`config.mk`:
```
export PLATFORM = sky130hd
export DESIGN_NAME = bitstream_byte_packer
export DESIGN_NICKNAME = d
export VERILOG_FILES = /design/src/rtl/bitstream_byte_packer_pkg.sv /design/src/rtl/bitstream_byte_packer.sv
export SDC_FILE = /design/constraint.sdc
export NUM_CORES = 1
export LEC_CHECK = 0
export CAP_MARGIN = 20
export CORE_ASPECT_RATIO = 0.7
export CORE_MARGIN = 1.5
export CORE_UTILIZATION = 58
export DETAILED_ROUTE_END_ITERATION = 8
export HOLD_SLACK_MARGIN = 0.06
export MAX_ROUTING_LAYER = met4
export PLACE_DENSITY = 0.81
export SLEW_MARGIN = 20
export SYNTH_ARGS = -nofsm -noshare
export SYNTH_HDL_FRONTEND = slang
export SYNTH_SLANG_ARGS = --single-unit
```
`constraint.sdc`:
```
create_clock -name clk -period 3.2 [get_ports clk]
set_clock_uncertainty 0.2 [all_clocks]
set_input_delay 0.48 -clock clk [delete_from_list [all_inputs] [get_ports clk]]
set_output_delay 0.48 -clock clk [all_outputs]
set_load 0.01 [all_outputs]
```
`src/rtl/bitstream_byte_packer_pkg.sv`:
```
// bitstream_byte_packer_pkg
//   Shared constants and types for the bitstream byte packer: input word
//   layout (5-bit valid-bit count over a 30-bit LSB-first payload), the
//   flush marker, accumulator/count widths and the input-ready threshold.
package bitstream_byte_packer_pkg;

    localparam int WORD_W    = 35;
    localparam int NB_HI     = 34;
    localparam int NB_LO     = 30;
    localparam int PAY_W     = 30;
    localparam int ACC_W     = 64;
    localparam int CNT_W     = 7;
    localparam int RDY_LIMIT = 33;

    localparam logic [4:0] NB_FLUSH = 5'd31;

    typedef struct packed {
        logic [NB_HI-NB_LO:0] nb;   // valid-bit count, 31 = flush
        logic [PAY_W-1:0]     pay;  // payload, LSB first
    } word_t;

    // Round a bit count up to the next byte boundary.
    function automatic logic [CNT_W-1:0] roundup8(input logic [CNT_W-1:0] c);
        return (c + CNT_W'(7)) & ~CNT_W'(7);
    endfunction

endpackage

```
`src/rtl/bitstream_byte_packer.sv`:
```
// bitstream_byte_packer
//   Packs variable-length words from the output FIFO into an LSB-first byte
//   stream with a valid/ready output handshake, plus a zero-pad flush marker
//   and a running count of transferred bytes.
//
// Ports
//   clk, rstn        clock, asynchronous active-low reset
//   i_data[34:0]     {n[4:0], payload[29:0]}; n=0 no-op, 1..30 bits, 31 flush
//   i_en / i_rdy     input word valid / packer ready (ready from cnt only)
//   o_data[7:0]      output byte, held stable while o_en & ~o_rdy
//   o_en / o_rdy     output byte valid / downstream ready
//   o_byte_cnt[31:0] bytes transferred since reset, wraps
module bitstream_byte_packer
    import bitstream_byte_packer_pkg::*;
#(
    parameter bit SIMULATION = 1'b0
) (
    input  logic              clk,
    input  logic              rstn,
    input  logic [WORD_W-1:0] i_data,
    input  logic              i_en,
    output logic              i_rdy,
    output logic [7:0]        o_data,
    output logic              o_en,
    input  logic              o_rdy,
    output logic [31:0]       o_byte_cnt
);

    logic [ACC_W-1:0] acc_q, acc_d, acc_sh, ins;
    logic [CNT_W-1:0] cnt_q, cnt_d, cnt_sh;
    logic [7:0]       o_data_q, o_data_d;
    logic             o_en_q, o_en_d;
    logic [31:0]      byte_cnt_q, byte_cnt_d;
    logic [PAY_W-1:0] pay_mask;
    logic             emit, accept, xfer;
    word_t            word;

    assign word   = word_t'(i_data);
    assign i_rdy  = (cnt_q <= CNT_W'(RDY_LIMIT));
    assign accept = i_en & i_rdy;
    assign xfer   = o_en_q & o_rdy;
    // Output register can take a new byte when empty or being drained now.
    assign emit   = (~o_en_q | o_rdy) & (cnt_q >= CNT_W'(8));

    always_comb begin
        // Shift out the emitted byte first, so new bits land at cnt-8.
        acc_sh   = emit ? (acc_q >> 8) : acc_q;
        cnt_sh   = emit ? (cnt_q - CNT_W'(8)) : cnt_q;
        pay_mask = ~({PAY_W{1'b1}} << word.nb);
        ins      = ACC_W'(word.pay & pay_mask) << cnt_sh;
        acc_d    = acc_sh;
        cnt_d    = cnt_sh;
        if (accept) begin
            if (word.nb == NB_FLUSH) begin
                // Bits above cnt are already zero, so padding is count-only.
                cnt_d = roundup8(cnt_sh);
            end else if (word.nb != '0) begin
                acc_d = acc_sh | ins;
                cnt_d = cnt_sh + CNT_W'(word.nb);
            end
        end
    end

    always_comb begin
        o_data_d   = o_data_q;
        o_en_d     = o_en_q;
        byte_cnt_d = byte_cnt_q + (xfer ? 32'd1 : 32'd0);
        if (emit) begin
            o_data_d = acc_q[7:0];
            o_en_d   = 1'b1;
        end else if (xfer) begin
            o_en_d   = 1'b0;
        end
    end

    always_ff @(posedge clk or negedge rstn) begin
        if (!rstn) begin
            acc_q      <= '0;
            cnt_q      <= '0;
            o_data_q   <= '0;
            o_en_q     <= 1'b0;
            byte_cnt_q <= '0;
        end else begin
            acc_q      <= acc_d;
            cnt_q      <= cnt_d;
            o_data_q   <= o_data_d;
            o_en_q     <= o_en_d;
            byte_cnt_q <= byte_cnt_d;
        end
    end

    assign o_data     = o_data_q;
    assign o_en       = o_en_q;
    assign o_byte_cnt = byte_cnt_q;

    generate
        if (SIMULATION) begin : g_stable_chk
            logic       hold_q;
            logic [7:0] data_q;
            always_ff @(posedge clk or negedge rstn) begin
                if (!rstn) begin
                    hold_q <= 1'b0;
                    data_q <= '0;
                end else begin
                    hold_q <= o_en_q & ~o_rdy;
                    data_q <= o_data_q;
                end
            end
            // A stalled byte must not change before it is taken.
            always @(posedge clk) begin
                if (rstn && hold_q) begin
                    assert (o_data_q == data_q)
                    else $fatal(1, "o_data changed while stalled");
                end
            end
        end
    endgenerate

endmodule

```
==> metrics.cfg, run 1 <==
[floorplan]
initial_core_util_pct = 60.4
die_h_um = 102
core-area_um2 = 13400
ios = 81
die_area_um2 = 14600
rows = 35
die_x_um = 144

[routing]
wl_um = 26900
drc = 0
firstDrtPassIters = 7
drtAntennaViolNets = 0
detail_route.iter0.violations = 1159
wl_per_cell_um = 20.7
viasPerCell = 6.62
vias = 8578

[synthesis]
syn_area_um2 = 8070
async_reset_ff_share_pct = 100
synth_nets = 989
synth_cell_types = 84
postSynthAreaPerCell_um2 = 8.59
synth_ff_type = dfrtp_1
yosysWarnings = 0
yosysTopAreaCell = dfrtp_1
syn_inst = 940
synth_seq_cells = 112
netlist.area_leader.share_pct = 34.7
ys_top_cells_by_area = dfrtp_1 (35%), mux2i_1 (6.0%), nor2_1 (5.4%)
ys_seq_area_share_pct = 34.7
synth_edf_count = 0

[worst_setup_path]
arrival_ps = 3150
cpPeakStageDelay_ps = 440
path_max_fanout = 30
crit_slowest_cell = dfrtp_1
ff2ff_setup_slack_ps = 80
crit_path_cell_trace = inv_1 -> ha_2 -> or3b_4 -> o211ai_1 -> o21ai_2 -> buf_4 -> buf_12 -> mux2i_1 -> mux2i_2 -> nor2_1 -> a211o_1
endpoint_kind = flop
ff2ff_path_depth = 11
start_kind = flop
crit_buf_inv = 3
r2r-end = acc_q[36]$_DFF_PN0_
critical_path_class = reg2reg
cp_top_family = compound AO/OA/AOI/OAI gates
r2r_start = cnt_q[4]$_DFF_PN0_
cp.required_ps = 3240

[clock_network]
cts_max_path_buffers = 2
cts_tree = done
post_cts_buffers = 0
clockRootBuffer = clkbuf_16
clkTransAtPathRegs_ps = 80
cts_buffers = 9
cts_num_sinks = 112
worstSkewPairLatency_ps = 360
h-tree-depth = 3

[cells_and_area]
fillers = 934
layout_common_cells = buf_4 (131), nor2_1 (116), nand2_1 (110), dfrtp_1 (110), clkdlybuf4s50_1 (79)
design_area_um2 = 10300
fin_nets = 1155
areaGrowthSynthToFinish_pct = 28.2
drive_gt1_share_pct = 18.1
diodes = 0
seqCellArea_um2 = 2810
multi_input_area_um2 = 4910
layout_commonest_cell = buf_4

[pwr]
p_int_mw = 5.20
swShare_pct = 47.3
combPwrFrac_pct = 64.4
ir_drop_mv = 0.582
leakage_nw = 4.49
clkPwrFrac_pct = 12.3
seqPwrFrac_pct = 23.3
p_sw_mw = 4.67
power.density_nw_per_um2 = 954

[worst_hold_path]
hold_path_depth = 2
holdPathEnd = o_data[2]$_DFFE_PN0P_
worstHoldStart = acc_q[2]$_DFF_PN0_
hp-class = reg2reg

[outcome]
status = complete, no violations

[timing]
drv_slew = 0
fmax_mhz = 321
final-hold-violation-count = 0
worst_slack_ps = 84.8
maxSlewHeadroom_pct = 60.8
fin_crit_sh_pct = 97.4
setup_tns_ps = 0
setup_violations = 0
tightest_slew_ps = 587
min_period_ps = 3120

[place]
io_buffers = 80
dpl_cell_area_um2 = 10000
dp_slack_ps = -181
dp_hpwl_um = 20100
place_congestion = 1.02

[job]
cap_violations = 0

[global_routing]
grt_overflow = 0
grt_pass1_vias = 7963
grt_antenna_before_repair = 0
grt_pass1_wl_um = 42200
grt_max_degree = 42
track_usage_pct = 38.7

[flip-flops by register name, summed over array words and instances, names as in the netlist]
register    count
acc_q          64
cnt_q           7
o_byte_cnt     32
o_data          8
o_en            1
[Yosys cell counts, drive strengths merged, types with 4 or more instances]
master   count
nor2       119
dfrtp      112
nand2      111
mux2i       48
buf         45
nand3       44
o21ai       40
a21oi       35
o22ai       35
nor3        24
clkbuf      23
o221ai      22
xnor2       22
o211ai      15
inv         14
a211oi      12
xor2        12
a21o        11
and3         9
ha           9
nand2b       9
nand4        9
o31ai        9
a211o        8
a221oi       8
a2bb2oi      8
a31oi        8
mux4         8
and2         7
mux2         7
a22oi        6
nor2b        5
o21a         5
o31a         5
a221o        4
a311oi       4
nand3b       4
nor4         4
o211a        4
o311ai       4
or3          4
[power groups by stage]
stage | sequential [mW] | combinational (mW) | clock, mW
floorplan | 2.23 | 3.69 | 0
finish | 2.30 | 6.35 | 1.21
global route | 2.35 | 6.74 | 1.26
CTS | 2.28 | 6.11 | 1.21
global placement | 2.28 | 5.93 | 0
detailed placement | 2.30 | 6.07 | 0
[per-stage QoR]
step	util [%]	hold slack, ps	total power, mW	cells
after global routing	77.5	286	10.4	1296
final	77.5	270	9.87	1296
after detailed placement	74.9	251	8.36	1279
after global placement	74.9	249	8.21	1279
after floorplan	-	-15.6	5.92	940
after CTS	77.4	271	9.60	1296
[worst max-delay path by stage]
stage / from / end / slack (ps) / depth (start not counted)
6_report: cnt_q[4]$_DFF_PN0_ / acc_q[36]$_DFF_PN0_ / 80 / 11
3_3_place_gp: i_data[31] / acc_q[51]$_DFF_PN0_ / -130 / 12
4_1_cts: cnt_q[4]$_DFF_PN0_ / acc_q[23]$_DFF_PN0_ / 5 / 10
3_5_place_dp: i_data[30] / acc_q[55]$_DFF_PN0_ / -180 / 9
5_1_grt: cnt_q[4]$_DFF_PN0_ / acc_q[36]$_DFF_PN0_ / -10 / 11
2_1_floorplan: cnt_q[3]$_DFF_PN0_ / cnt_q[4]$_DFF_PN0_ / 210 / 13
[layer usage]
layer | share of wire [%] | wire, um | global-route usage [%]
met1 | 43 | 11400 | 53.9
met2 | 43 | 11600 | 55.8
met5 | 0 | 0 | -
met4 | 1.9 | 499 | 9.73
met3 | 12 | 3360 | 10.6
[kinds of logic after synthesis]
logic type	count (synthesis)	synth area share, %
flops	112	34.7
fa+ha+maj	10	1.64
mux	63	9.16
compound gates	278	25.3
buf+inv	82	4.73
simple gates	361	20.7
xor+xnor	34	3.69
[layout make-up]
cell class                 count  share of cell area [%]
sequential                   112                    27.1
multi-input combinational    746                    47.4
clock buffer                   9                    2.18
clock inverter                 7                   0.931
timing repair buffer         223                    19.6
tap                          185                    2.24
inverter                      14                   0.532
[worst min-delay path: cells and delay by family, from the launching register on]
kind / cells / cell delay (ps)
flip-flops: 1 / 350
AND/OR/NAND/NOR: 2 / 100
[what timing repair did]
action                                 4_1_cts  5_1_grt
endpoints found under the hold margin       38        0
setup endpoints to repair                    0       28
resized for setup                            0        5
hold buffers                                 1        0
(Power assumes the default switching activity.)
==> run 2, diff against run 1 <==
Settings changed: CORE_UTILIZATION 58 to 54, CTS_BUF_LIST from default to sky130_fd_sc_hd__clkbuf_8, PLACE_DENSITY 0.81 to 0.79.
Clock period 3.2 ns to 2.5 ns, I/O delays scaled along.
==> metrics.cfg, run 2 <==
[outcome]
status = stopped before the end
stop_stage = global routing (5_1_grt)
error_line = [ERROR GRT-0232] Routing congestion too high. Check the congestion heatmap in the GUI.

[global_routing]
track_usage_pct = 79.6
grt_max_degree = 53
grt_overflow = 10

[synthesis]
synth_commonest_cells = nor2_1 (116), dfrtp_1 (112), nand2_1 (111)
synth_seq_cells = 112
postSynthAreaPerCell_um2 = 8.59
synth_nets = 989
yosysTopAreaCell = dfrtp_1
synthMuxAreaShare_pct = 9.16
syn_area_um2 = 8070
ys_top_cells_by_area = dfrtp_1 (35%), mux2i_1 (6.0%), nor2_1 (5.4%)
synth_edf_count = 0
syn_inst = 940
ys_seq_area_share_pct = 34.7
yosys.area_share.simple_pct = 20.7
async_reset_ff_share_pct = 100
synth_top_family_by_area = compound AO/OA/AOI/OAI gates
netlist.area_leader.share_pct = 34.7
synth-adder-area-share_pct = 1.64
yosysMostFrequentCell = nor2_1
synth_compound_area_share_pct = 25.3
synth-xor-area-share_pct = 3.69
synth_ff_type = dfrtp_1
synth_cell_types = 84
yosysWarnings = 0

[place]
place_congestion = 0.999
dp_hpwl_um = 21300
dpl_cell_area_um2 = 10900
io_buffers = 80

[floorplan]
ios = 81
die_x_um = 149
die_h_um = 105
initial_core_util_pct = 55.2
rows = 37

[timing]
crit_endpoint = acc_q[40]$_DFF_PN0_/D
worst_path_end_type = register input

[clock_network]
h-tree-depth = 3
cts_buffers = 9
cts_num_sinks = 112
cts_max_path_buffers = 2
clockRootBuffer = clkbuf_8

==> run 2: cell counts after synthesis <==
No cell type changed its count.
==> run 2: what timing repair did <==
item,CTS
hold buffers,1
setup buffers,46
hold endpoints to repair,34
pin swaps,49
endpoints found under the setup margin,70
gates resized for setup,199
cloned,8
==> run 2: metal layers <==
metal  GRT overflow  GRT usage [%]
met4              6           70.0
met1              0           82.9
met5              -              -
met2              4           90.1
met3              0           66.5
==> run 2: cells by family after synthesis <==
kind of cell,after synthesis
XOR/XNOR,34
AND/OR/NAND/NOR,361
multiplexers,63
AO/OA/AOI/OAI,278
buffers and inverters,82
flip-flops,112
adder cells (fa/ha/maj),10
==> run 2: stage by stage <==
step	worst slack [ps]	instances	setup TNS (ps)
2_1_floorplan	-295	940	-2960
3_3_place_gp	-752	1386	-36580
3_5_place_dp	-729	1386	-40350
4_1_cts	-318	1456	-13880
==> run 3, diff against run 2 <==
Settings changed: CORE_ASPECT_RATIO 0.7 to default, CORE_UTILIZATION 54 to 40, CTS_BUF_LIST sky130_fd_sc_hd__clkbuf_8 to default, HOLD_SLACK_MARGIN 0.06 to default, MAX_ROUTING_LAYER met4 to default, PLACE_DENSITY 0.79 to default, PLACE_DENSITY_LB_ADDON from default to 0.15.
Clock period 2.5 ns to 3.25 ns, I/O delays scaled along.
==> metrics.cfg, run 3 (same netlist as run 1, synthesis figures left out) <==
[cells_and_area]
layout.cells.non_filler = 1381
layout_commonest_cell = buf_4
diodes = 0
fin_nets = 1160
largest_register_ffs = 64
design_area_um2 = 10400
max_flop_register = acc_q
areaGrowthSynthToFinish_pct = 29.1
layout_common_cells = buf_4 (140), nor2_1 (116), nand2_1 (111), dfrtp_1 (110), clkdlybuf4s50_1 (79)
fillers = 1873
drive_gt1_share_pct = 18.2
final_core_util_pct = 53.0

[outcome]
status = complete, no violations

[clock_network]
cts_max_path_buffers = 2
h-tree-depth = 3
post_cts_buffers = 0
clkTransAtPathRegs_ps = 90
cts_buffers = 9
clockRootBuffer = clkbuf_16
worstSkewPairLatency_ps = 370
cts_tree = done
cts_num_sinks = 112

[worst_hold_path]
hp-class = reg2reg
worstHoldStart = o_byte_cnt[31]$_DFF_PN0_
holdPathEnd = o_byte_cnt[31]$_DFF_PN0_
hold_path_depth = 1

[timing]
rsz0062_at_grt = no
tightest_slew_ps = 581
min_period_ps = 3090
fin_crit_sh_pct = 95.1
setup_violations = 0
maxSlewHeadroom_pct = 60.9
fmax_mhz = 323
drv_slew = 0
setup_tns_ps = 0
final-hold-violation-count = 0

[pwr]
leakage_nw = 4.50
power.density_nw_per_um2 = 920
ir_drop_mv = 0.408

[worst_setup_path]
ff2ff_setup_slack_ps = 190
path_max_fanout = 6
timing.critical_path.from = cnt_q[3]$_DFF_PN0_
endpoint_kind = output pin
start_kind = flop
crit_slowest_cell = clkdlybuf4s50_1
arrival_ps = 2400
cp_top_family = buffers and inverters
crit_path_cell_trace = buf_4 -> or3b_1 -> a311oi_4 -> clkdlybuf4s50_1
critical_path_class = reg2out
ff2ff_path_depth = 12
r2r-end = acc_q[61]$_DFF_PN0_
r2r_start = cnt_q[4]$_DFF_PN0_
crit_buf_inv = 2
cpPeakStageDelay_ps = 630
cp.required_ps = 2560

[global_routing]
grt_pass1_wl_um = 42300
grt_pass1_vias = 7905
grt_max_degree = 48
track_usage_pct = 25.1
grt_antenna_before_repair = 0
grt_overflow = 0

[place]
io_buffers = 80
dpl.cell_count = 1363
dp_hpwl_um = 20200
place_congestion = 0.914
dpl_cell_area_um2 = 10100

[routing]
wl_um = 26600
drc = 0
vias = 8265
viasPerCell = 5.98
wl_met2_um = 12600
drtAntennaViolNets = 0
wl_met1_um = 11200
wl_per_cell_um = 19.3
detail_route.iter0.violations = 624
firstDrtPassIters = 6
maxUsedRoutingLayer = met4
wl_met3_um = 2190

[job]
cap_violations = 0

[floorplan]
core-area_um2 = 19700
die_area_um2 = 21000
ios = 81
initial_core_util_pct = 41.1
die_x_um = 145
rows = 51
die_h_um = 145

run 3: worst max path at each step:
stage                               end  slack (ps)  depth (start not counted)
floorplan            cnt_q[4]$_DFF_PN0_         260                         13
global placement    acc_q[49]$_DFF_PN0_        -160                         10
detailed placement  acc_q[32]$_DFF_PN0_        -160                         10
CTS                 acc_q[61]$_DFF_PN0_         110                         12
global route        acc_q[61]$_DFF_PN0_          30                         12
finish                            i_rdy         160                          4
run 3: layer usage:
metal  up-vias  GRT usage [%]
met5         -              0
met4         0           8.11
met3        47           5.69
met2       315           40.8
met1      4028           33.1
li1       3875              -
run 3: stage by stage:
| step | hold WS (ps) | total power, mW | worst slack [ps] |
|---|---|---|---|
| floorplan | -8.09 | 5.83 | 265 |
| global placement | 251 | 8.25 | -162 |
| detailed placement | 261 | 8.30 | -160 |
| CTS | 279 | 9.47 | 109 |
| global route | 300 | 10.2 | 25.2 |
| finish | 271 | 9.59 | 158 |
run 3: area by class of cell:
cell class	instances	area [um2]	area share [%]
Clock inverter	7	81.3	0.781
Timing Repair Buffer	228	2020	19.4
Multi-Input combinational cell	746	4900	47.1
Sequential cell	112	2810	26.9
Tap cell	265	332	3.18
Inverter	14	55.1	0.528
Clock buffer	9	225	2.16
run 3: where the power goes:
part	internal [mW]	leakage (nW)	switching [mW]	total, mW
Sequential	1.88	1.43	0.330	2.21
Clock	0.557	0.150	0.605	1.16
Combinational	2.65	2.92	3.56	6.21
Total	5.09	4.50	4.50	9.59
run 3: what timing repair did:
| action | CTS | global route |
|---|---|---|
| setup endpoints to repair | 0 | 4 |
| hold endpoints to repair | 40 | 0 |
| hold buffers | 1 | 0 |
| resized for setup | 0 | 2 |
==> run 4, diff against run 3 <==
Settings changed: HOLD_SLACK_MARGIN from default to 0.02.
==> results of run 4 <==
No change in the layout: final DEF, timing and power equal those of run 3.
